File: config.mk
export PLATFORM = sky130hd
export DESIGN_NAME = config_chain_loader
export DESIGN_NICKNAME = d
export VERILOG_FILES = /design/src/rtl/config_chain_pkg.sv /design/src/rtl/config_chain_loader_serializer.sv /design/src/rtl/config_chain_loader.sv
export SDC_FILE = /design/constraint.sdc
export NUM_CORES = 1
export LEC_CHECK = 0
export BUFFER_PORTS_ARGS = -buffer_cell sky130_fd_sc_hd__buf_2
export CORE_ASPECT_RATIO = 0.75
export CORE_MARGIN = 2
export CORE_UTILIZATION = 54
export DETAILED_ROUTE_END_ITERATION = 16
export PLACE_DENSITY = 0.82
export SLEW_MARGIN = 20
export SYNTH_ARGS = -nofsm -noshare
export SYNTH_HDL_FRONTEND = slang
export SYNTH_SLANG_ARGS = --single-unit
export TNS_END_PERCENT = 50
File: constraint.sdc
create_clock -name prog_clk -period 1.4 [get_ports prog_clk]
set_input_delay 0.07 -clock prog_clk [delete_from_list [all_inputs] [get_ports prog_clk]]
set_output_delay 0.07 -clock prog_clk [all_outputs]
set_load 0.005 [all_outputs]
File: src/rtl/config_chain_pkg.sv
// config_chain_pkg
// Shared types and constants for the configuration-chain loader.
//   state_e     : loader FSM states
//   cnt_width() : width of a counter that has to hold the value len
//   LSB_FIRST   : serial bit order of each stream word
package config_chain_pkg;

  typedef enum logic [1:0] {
    ST_IDLE  = 2'd0,
    ST_FETCH = 2'd1,
    ST_SHIFT = 2'd2,
    ST_DONE  = 2'd3
  } state_e;

  localparam bit LSB_FIRST = 1'b1;

  function automatic int cnt_width(input int len);
    return $clog2(len + 1);
  endfunction

endpackage

File: src/rtl/config_chain_loader_serializer.sv
// ccff_word_serializer
// Loadable DATA_W-bit shift register with a bit-index down-counter.
// Ports:
//   prog_clk, prog_reset_n : clock, async active-low reset
//   load, load_data        : capture a new word (bit 0 becomes current)
//   advance                : move to the next bit of the word
//   bit_out                : current serial bit
//   last_bit               : current bit is the final bit of the word
module ccff_word_serializer
  import config_chain_pkg::*;
#(
  parameter int DATA_W = 8
) (
  input  logic              prog_clk,
  input  logic              prog_reset_n,
  input  logic              load,
  input  logic [DATA_W-1:0] load_data,
  input  logic              advance,
  output logic              bit_out,
  output logic              last_bit
);

  localparam int IDX_W = (DATA_W > 1) ? $clog2(DATA_W) : 1;
  localparam logic [IDX_W-1:0] IDX_LAST = IDX_W'(DATA_W - 1);

  logic [DATA_W-1:0] shreg_q, shreg_d;
  logic [IDX_W-1:0]  bits_left_q, bits_left_d;

  always_comb begin
    shreg_d     = shreg_q;
    bits_left_d = bits_left_q;
    if (load) begin
      shreg_d     = load_data;
      bits_left_d = IDX_LAST;
    end else if (advance) begin
      if (LSB_FIRST) shreg_d = shreg_q >> 1;
      else           shreg_d = shreg_q << 1;
      // Saturate at zero; the owner reloads before using the register again.
      if (bits_left_q != '0) bits_left_d = bits_left_q - IDX_W'(1);
    end
  end

  always_ff @(posedge prog_clk or negedge prog_reset_n) begin
    if (!prog_reset_n) begin
      shreg_q     <= '0;
      bits_left_q <= '0;
    end else begin
      shreg_q     <= shreg_d;
      bits_left_q <= bits_left_d;
    end
  end

  assign bit_out  = LSB_FIRST ? shreg_q[0] : shreg_q[DATA_W-1];
  assign last_bit = (bits_left_q == '0);

endmodule

File: src/rtl/config_chain_loader.sv
// config_chain_loader
// Serial programmer for the configuration flip-flop chain. Words arrive on a
// valid/ready stream and are shifted LSB first into the chain head, one bit
// per prog_clk with ccff_shift_en. With CONFIG_CHAIN_VERIFY_EN defined a
// second pass rewrites the same stream while comparing ccff_tail to the bit
// being shifted; any difference sets the sticky error flag.
// Ports:
//   prog_clk, prog_reset_n    : clock, async active-low reset
//   start                     : begin programming (ignored while busy)
//   s_data, s_valid, s_ready  : configuration word stream
//   ccff_head, ccff_shift_en  : serial data and shift strobe to the chain
//   ccff_tail                 : chain tail (verify pass only)
//   busy, done, error         : status
//
// state    | meaning
// ---------+--------------------------------------------------
// ST_IDLE  | waiting for start
// ST_FETCH | s_ready high, waiting for the next word
// ST_SHIFT | one chain bit per cycle from the current word
// ST_DONE  | one-cycle completion pulse
module config_chain_loader
  import config_chain_pkg::*;
#(
  parameter int DATA_W    = 8,
  parameter int CHAIN_LEN = 64,
  parameter int CNT_W     = cnt_width(CHAIN_LEN)
) (
  input  logic              prog_clk,
  input  logic              prog_reset_n,
  input  logic              start,
  input  logic [DATA_W-1:0] s_data,
  input  logic              s_valid,
  output logic              s_ready,
  output logic              ccff_head,
  output logic              ccff_shift_en,
  input  logic              ccff_tail,
  output logic              busy,
  output logic              done,
  output logic              error
);

  localparam logic [CNT_W-1:0] CNT_LAST = CNT_W'(CHAIN_LEN - 1);

  state_e           state_q, state_d;
  logic [CNT_W-1:0] cnt_q, cnt_d;
  logic             word_bit, word_last, word_load;
  logic             chain_last, final_pass;

  assign word_load  = (state_q == ST_FETCH) && s_valid;
  assign chain_last = (cnt_q == CNT_LAST);

  ccff_word_serializer #(
    .DATA_W(DATA_W)
  ) u_serializer (
    .prog_clk    (prog_clk),
    .prog_reset_n(prog_reset_n),
    .load        (word_load),
    .load_data   (s_data),
    .advance     (state_q == ST_SHIFT),
    .bit_out     (word_bit),
    .last_bit    (word_last)
  );

  always_ff @(posedge prog_clk or negedge prog_reset_n) begin
    if (!prog_reset_n) state_q <= ST_IDLE;
    else               state_q <= state_d;
  end

  always_comb begin
    state_d = state_q;
    case (state_q)
      ST_IDLE:  if (start) state_d = ST_FETCH;
      ST_FETCH: if (s_valid) state_d = ST_SHIFT;
      ST_SHIFT: begin
        // The chain filling up wins over the word running out: leftover
        // bits of the final word are simply dropped.
        if (chain_last)     state_d = final_pass ? ST_DONE : ST_FETCH;
        else if (word_last) state_d = ST_FETCH;
      end
      ST_DONE:  state_d = ST_IDLE;
      default:  state_d = ST_IDLE;
    endcase
  end

  always_comb begin
    s_ready       = 1'b0;
    ccff_shift_en = 1'b0;
    ccff_head     = 1'b0;
    busy          = 1'b1;
    done          = 1'b0;
    case (state_q)
      ST_IDLE:  busy = 1'b0;
      ST_FETCH: s_ready = 1'b1;
      ST_SHIFT: begin
        ccff_shift_en = 1'b1;
        ccff_head     = word_bit;
      end
      ST_DONE:  done = 1'b1;
      default:  busy = 1'b0;
    endcase
  end

  // Chain bit counter, restarted at the beginning of every pass.
  always_comb begin
    cnt_d = cnt_q;
    if (state_q == ST_IDLE) begin
      cnt_d = '0;
    end else if (state_q == ST_SHIFT) begin
      if (chain_last) cnt_d = '0;
      else            cnt_d = cnt_q + CNT_W'(1);
    end
  end

  always_ff @(posedge prog_clk or negedge prog_reset_n) begin
    if (!prog_reset_n) cnt_q <= '0;
    else               cnt_q <= cnt_d;
  end

`ifdef CONFIG_CHAIN_VERIFY_EN
  logic pass_q, pass_d;
  logic error_q, error_d;

  assign final_pass = pass_q;
  assign error      = error_q;

  always_comb begin
    pass_d  = pass_q;
    error_d = error_q;
    if (state_q == ST_IDLE) begin
      pass_d = 1'b0;
      if (start) error_d = 1'b0;
    end else if (state_q == ST_SHIFT) begin
      if (chain_last) pass_d = 1'b1;
      // After pass 1 the tail presents exactly the bit being resent now.
      if (pass_q && (ccff_tail != word_bit)) error_d = 1'b1;
    end
  end

  always_ff @(posedge prog_clk or negedge prog_reset_n) begin
    if (!prog_reset_n) begin
      pass_q  <= 1'b0;
      error_q <= 1'b0;
    end else begin
      pass_q  <= pass_d;
      error_q <= error_d;
    end
  end
`else
  logic unused_tail;

  assign unused_tail = ccff_tail;
  assign final_pass  = 1'b1;
  assign error       = 1'b0;
`endif

endmodule

==> flow_summary_export.csv <==
group,metric,value,unit
detailed_routing,viasPerCell,5.88,
detailed_routing,ant_nets,0,
min_path,min_path_type,"in2reg",
timing,report.final.slew_viol_count,0,
timing,post-route-period-util,0.975,
cts,cts_buffers,3,
placement,place.gp.congestion,0.815,
layout,area_growth,13.8,%
synth,yosysMostFrequentCell,"dfrtp_1",
cts,htreeDepth,1,
critical_path,crit_type,"reg2out",
critical_path,cp-end-kind,"output pin",
layout,final_util,0.653,
flow_run,cap_violations,0,
placement,port-buffer-count,16,
synth,synth_edf_count,0,
detailed_routing,wirelength,2.36,mm
grt,grt_pass1_vias,866,
die,die_h,43.9,um
timing,hold_viol,0,
critical_path,worstPathArrival,1.30,ns
detailed_routing,drt_pass1_iterations,4,
grt,grt.total_usage,0.207,
layout,num-nets-final,154,
synth,synth.avg_cell_area,9.71,um^2
grt,grt_pass1_wl,3.93,mm
detailed_routing,drc,0,
die,die_x,57.2,um
cts,tritoncts,"built",
synth,ys_warn_count,0,
pwr,powerDensity,1870,mW/mm^2
die,dieArea,0.00251,mm^2
cts,cts_buffer_depth,2,
critical_path,path_max_fanout,5,
die,fp-row-count,14,
synth,ys_types,33,
layout,n_fill_cell,176,
timing,fmax,732,MHz
critical_path,slowest_stage,"dfrtp_2",
grt,gr-total-overflow,0,
cts,clk_pin_slew,0.11,ns
synth,async_reset_ff_frac,1.00,
detailed_routing,dr.first_iter.drc_count,40,
cts,clock_latency,0.30,ns
synth,syn_area,0.00115,mm^2
detailed_routing,vias,941,
synth,synthTopCellsByCount,"dfrtp_1, nand2_1, o21ai_0",
layout,drive_gt1_frac,0.294,
pwr,cellLeakagePower,0.000632,uW
critical_path,cp-start-kind,"flip-flop",
detailed_routing,wl_per_cell,14.7,um
cts,cts.sinks,20,
critical_path,cpPeakStageDelay,0.46,ns
grt,grt_max_degree,28,
synth,ys_ff_latch,20,
synth,yosys.area.top_type,"dfrtp_1",
timing,clock_skew,0.00605,ns
die,core_area,0.00200,mm^2
critical_path,required,1.33,ns
synth,ys.flop_type,"dfrtp_1",
critical_path,timing.critical_path.cells,"and2b_2, and2_1, buf_2",
synth,synthTopCellsByArea,"dfrtp_1, mux2i_1, o21ai_0",
synth,syn_nets,134,
die,initial_core_util,0.574,
layout,n_antenna_cell,0,
timing,rsz0062_at_grt,"yes",
die,ios,19,
pwr,total_power,2440,uW
synth,syn_inst,118,
placement,hpwl,1.61,mm
status,status,"completed",
grt,antenna_found_initial,0,
timing,setup_violations,0,
cts,root_buffer,"clkbuf_4",
placement,placed_cell_area,0.00124,mm^2
timing,min_period,1.37,ns
layout,finalInstanceArea,0.00130,mm^2
pwr,ir_worst_vdd,1.40,mV
synth,synth_top_area_frac,0.437,
synth,seq_area_frac_synth,0.437,
[kinds of logic (layout without fill, tap and decap cells)]
kind of cell	after synthesis	in the layout	share of synthesized area
AO/OA/AOI/OAI	33	33	0.195
XOR/XNOR	1	1	0.00764
adder cells (fa/ha/maj)	3	3	0.0328
buffers and inverters	13	31	0.0633
flip-flops	20	20	0.437
multiplexers	14	14	0.128
other	1	1	0.00327
AND/OR/NAND/NOR	33	33	0.133
[power breakdown]
group          internal, uW  leakage [uW]  switching (uW)
Clock                   101     0.0000138             179
Combinational           581      0.000369             639
Sequential              779      0.000250             165
[worst max-delay path: cells and delay by family (launching register included)]
kind | cells | cell delay (ns)
AND/OR/NAND/NOR | 2 | 0.43
flip-flops | 1 | 0.46
buffers and inverters | 1 | 0.10
[registers in the layout, indices dropped and copies added (netlist names)]
register,cells
u_serializer.bits_left_q,3
u_serializer.shreg_q,8
cnt_q,7
state_q,2
[metrics by stage]
step | setup TNS, ns | hold WS [ns] | std cells | worst slack (ns)
2_1_floorplan | 0 | -0.226 | 118 | 0.115
3_3_place_gp | 0 | 0.0350 | 155 | 0.0706
3_5_place_dp | 0 | 0.0462 | 155 | 0.0258
4_1_cts | 0 | 0.00862 | 159 | 0.00723
5_1_grt | -0.142 | 0.0230 | 160 | -0.0516
6_report | 0 | 0.00864 | 160 | 0.0348
[routing by layer]
metal	part of all wire	GRT usage	wire (um)	up-vias
li1	-	-	-	451
met2	0.46	0.336	1090	37
met4	0.023	0.0558	54	0
met5	0	0	0	-
met3	0.053	0.0537	126	6
met1	0.46	0.280	1080	447
[worst paths after layout]
check                                                  from                           to  slack (ns)  cells past startpoint
worst min-delay path                                s_valid                   state_q[0]       0.009                      2
worst min register to register  u_serializer.bits_left_q[1]  u_serializer.bits_left_q[1]        0.54                      2
worst max-delay path                             state_q[0]                    ccff_head        0.03                      3
min in group asynchronous                      prog_reset_n      u_serializer.shreg_q[2]        0.23                      2
max in group asynchronous                      prog_reset_n                   state_q[0]        0.84                      2
worst max register to register                     cnt_q[1]                     cnt_q[0]        0.03                      5
[layout by cell type, fill, tap and decap left out, types with 2 or more instances in the layout]
| cell type | n |
|---|---|
| mux2i_1 | 9 |
| inv_2 | 2 |
| o21ai_0 | 14 |
| o31ai_1 | 2 |
| nand2_1 | 16 |
| inv_1 | 3 |
| nor3_1 | 3 |
| clkbuf_4 | 3 |
| mux2_2 | 5 |
| and3_1 | 3 |
| nor2_1 | 5 |
| a211oi_1 | 2 |
| a21boi_0 | 2 |
| o221ai_1 | 2 |
| dfrtp_1 | 19 |
| nand3_1 | 2 |
| a21oi_1 | 4 |
| buf_4 | 5 |
| buf_2 | 16 |
| ha_1 | 2 |
[timing repair]
action / 4_1_cts / 5_1_grt
gates resized for setup: 0 / 7
hold buffers: 1 / 0
hold endpoints to repair: 20 / 0
setup endpoints to repair: 0 / 10
buffers inserted: 0 / 1
[layout make-up]
type / count / area (um^2) / share of cell area
Timing Repair Buffer: 23 / 143 / 0.109
Multi-Input combinational cell: 85 / 588 / 0.451
Sequential cell: 20 / 502 / 0.385
Inverter: 5 / 18.8 / 0.0144
Tap cell: 24 / 30.0 / 0.0230
Clock buffer: 3 / 22.5 / 0.0173
Note: power is estimated with default switching activity, not from simulation.
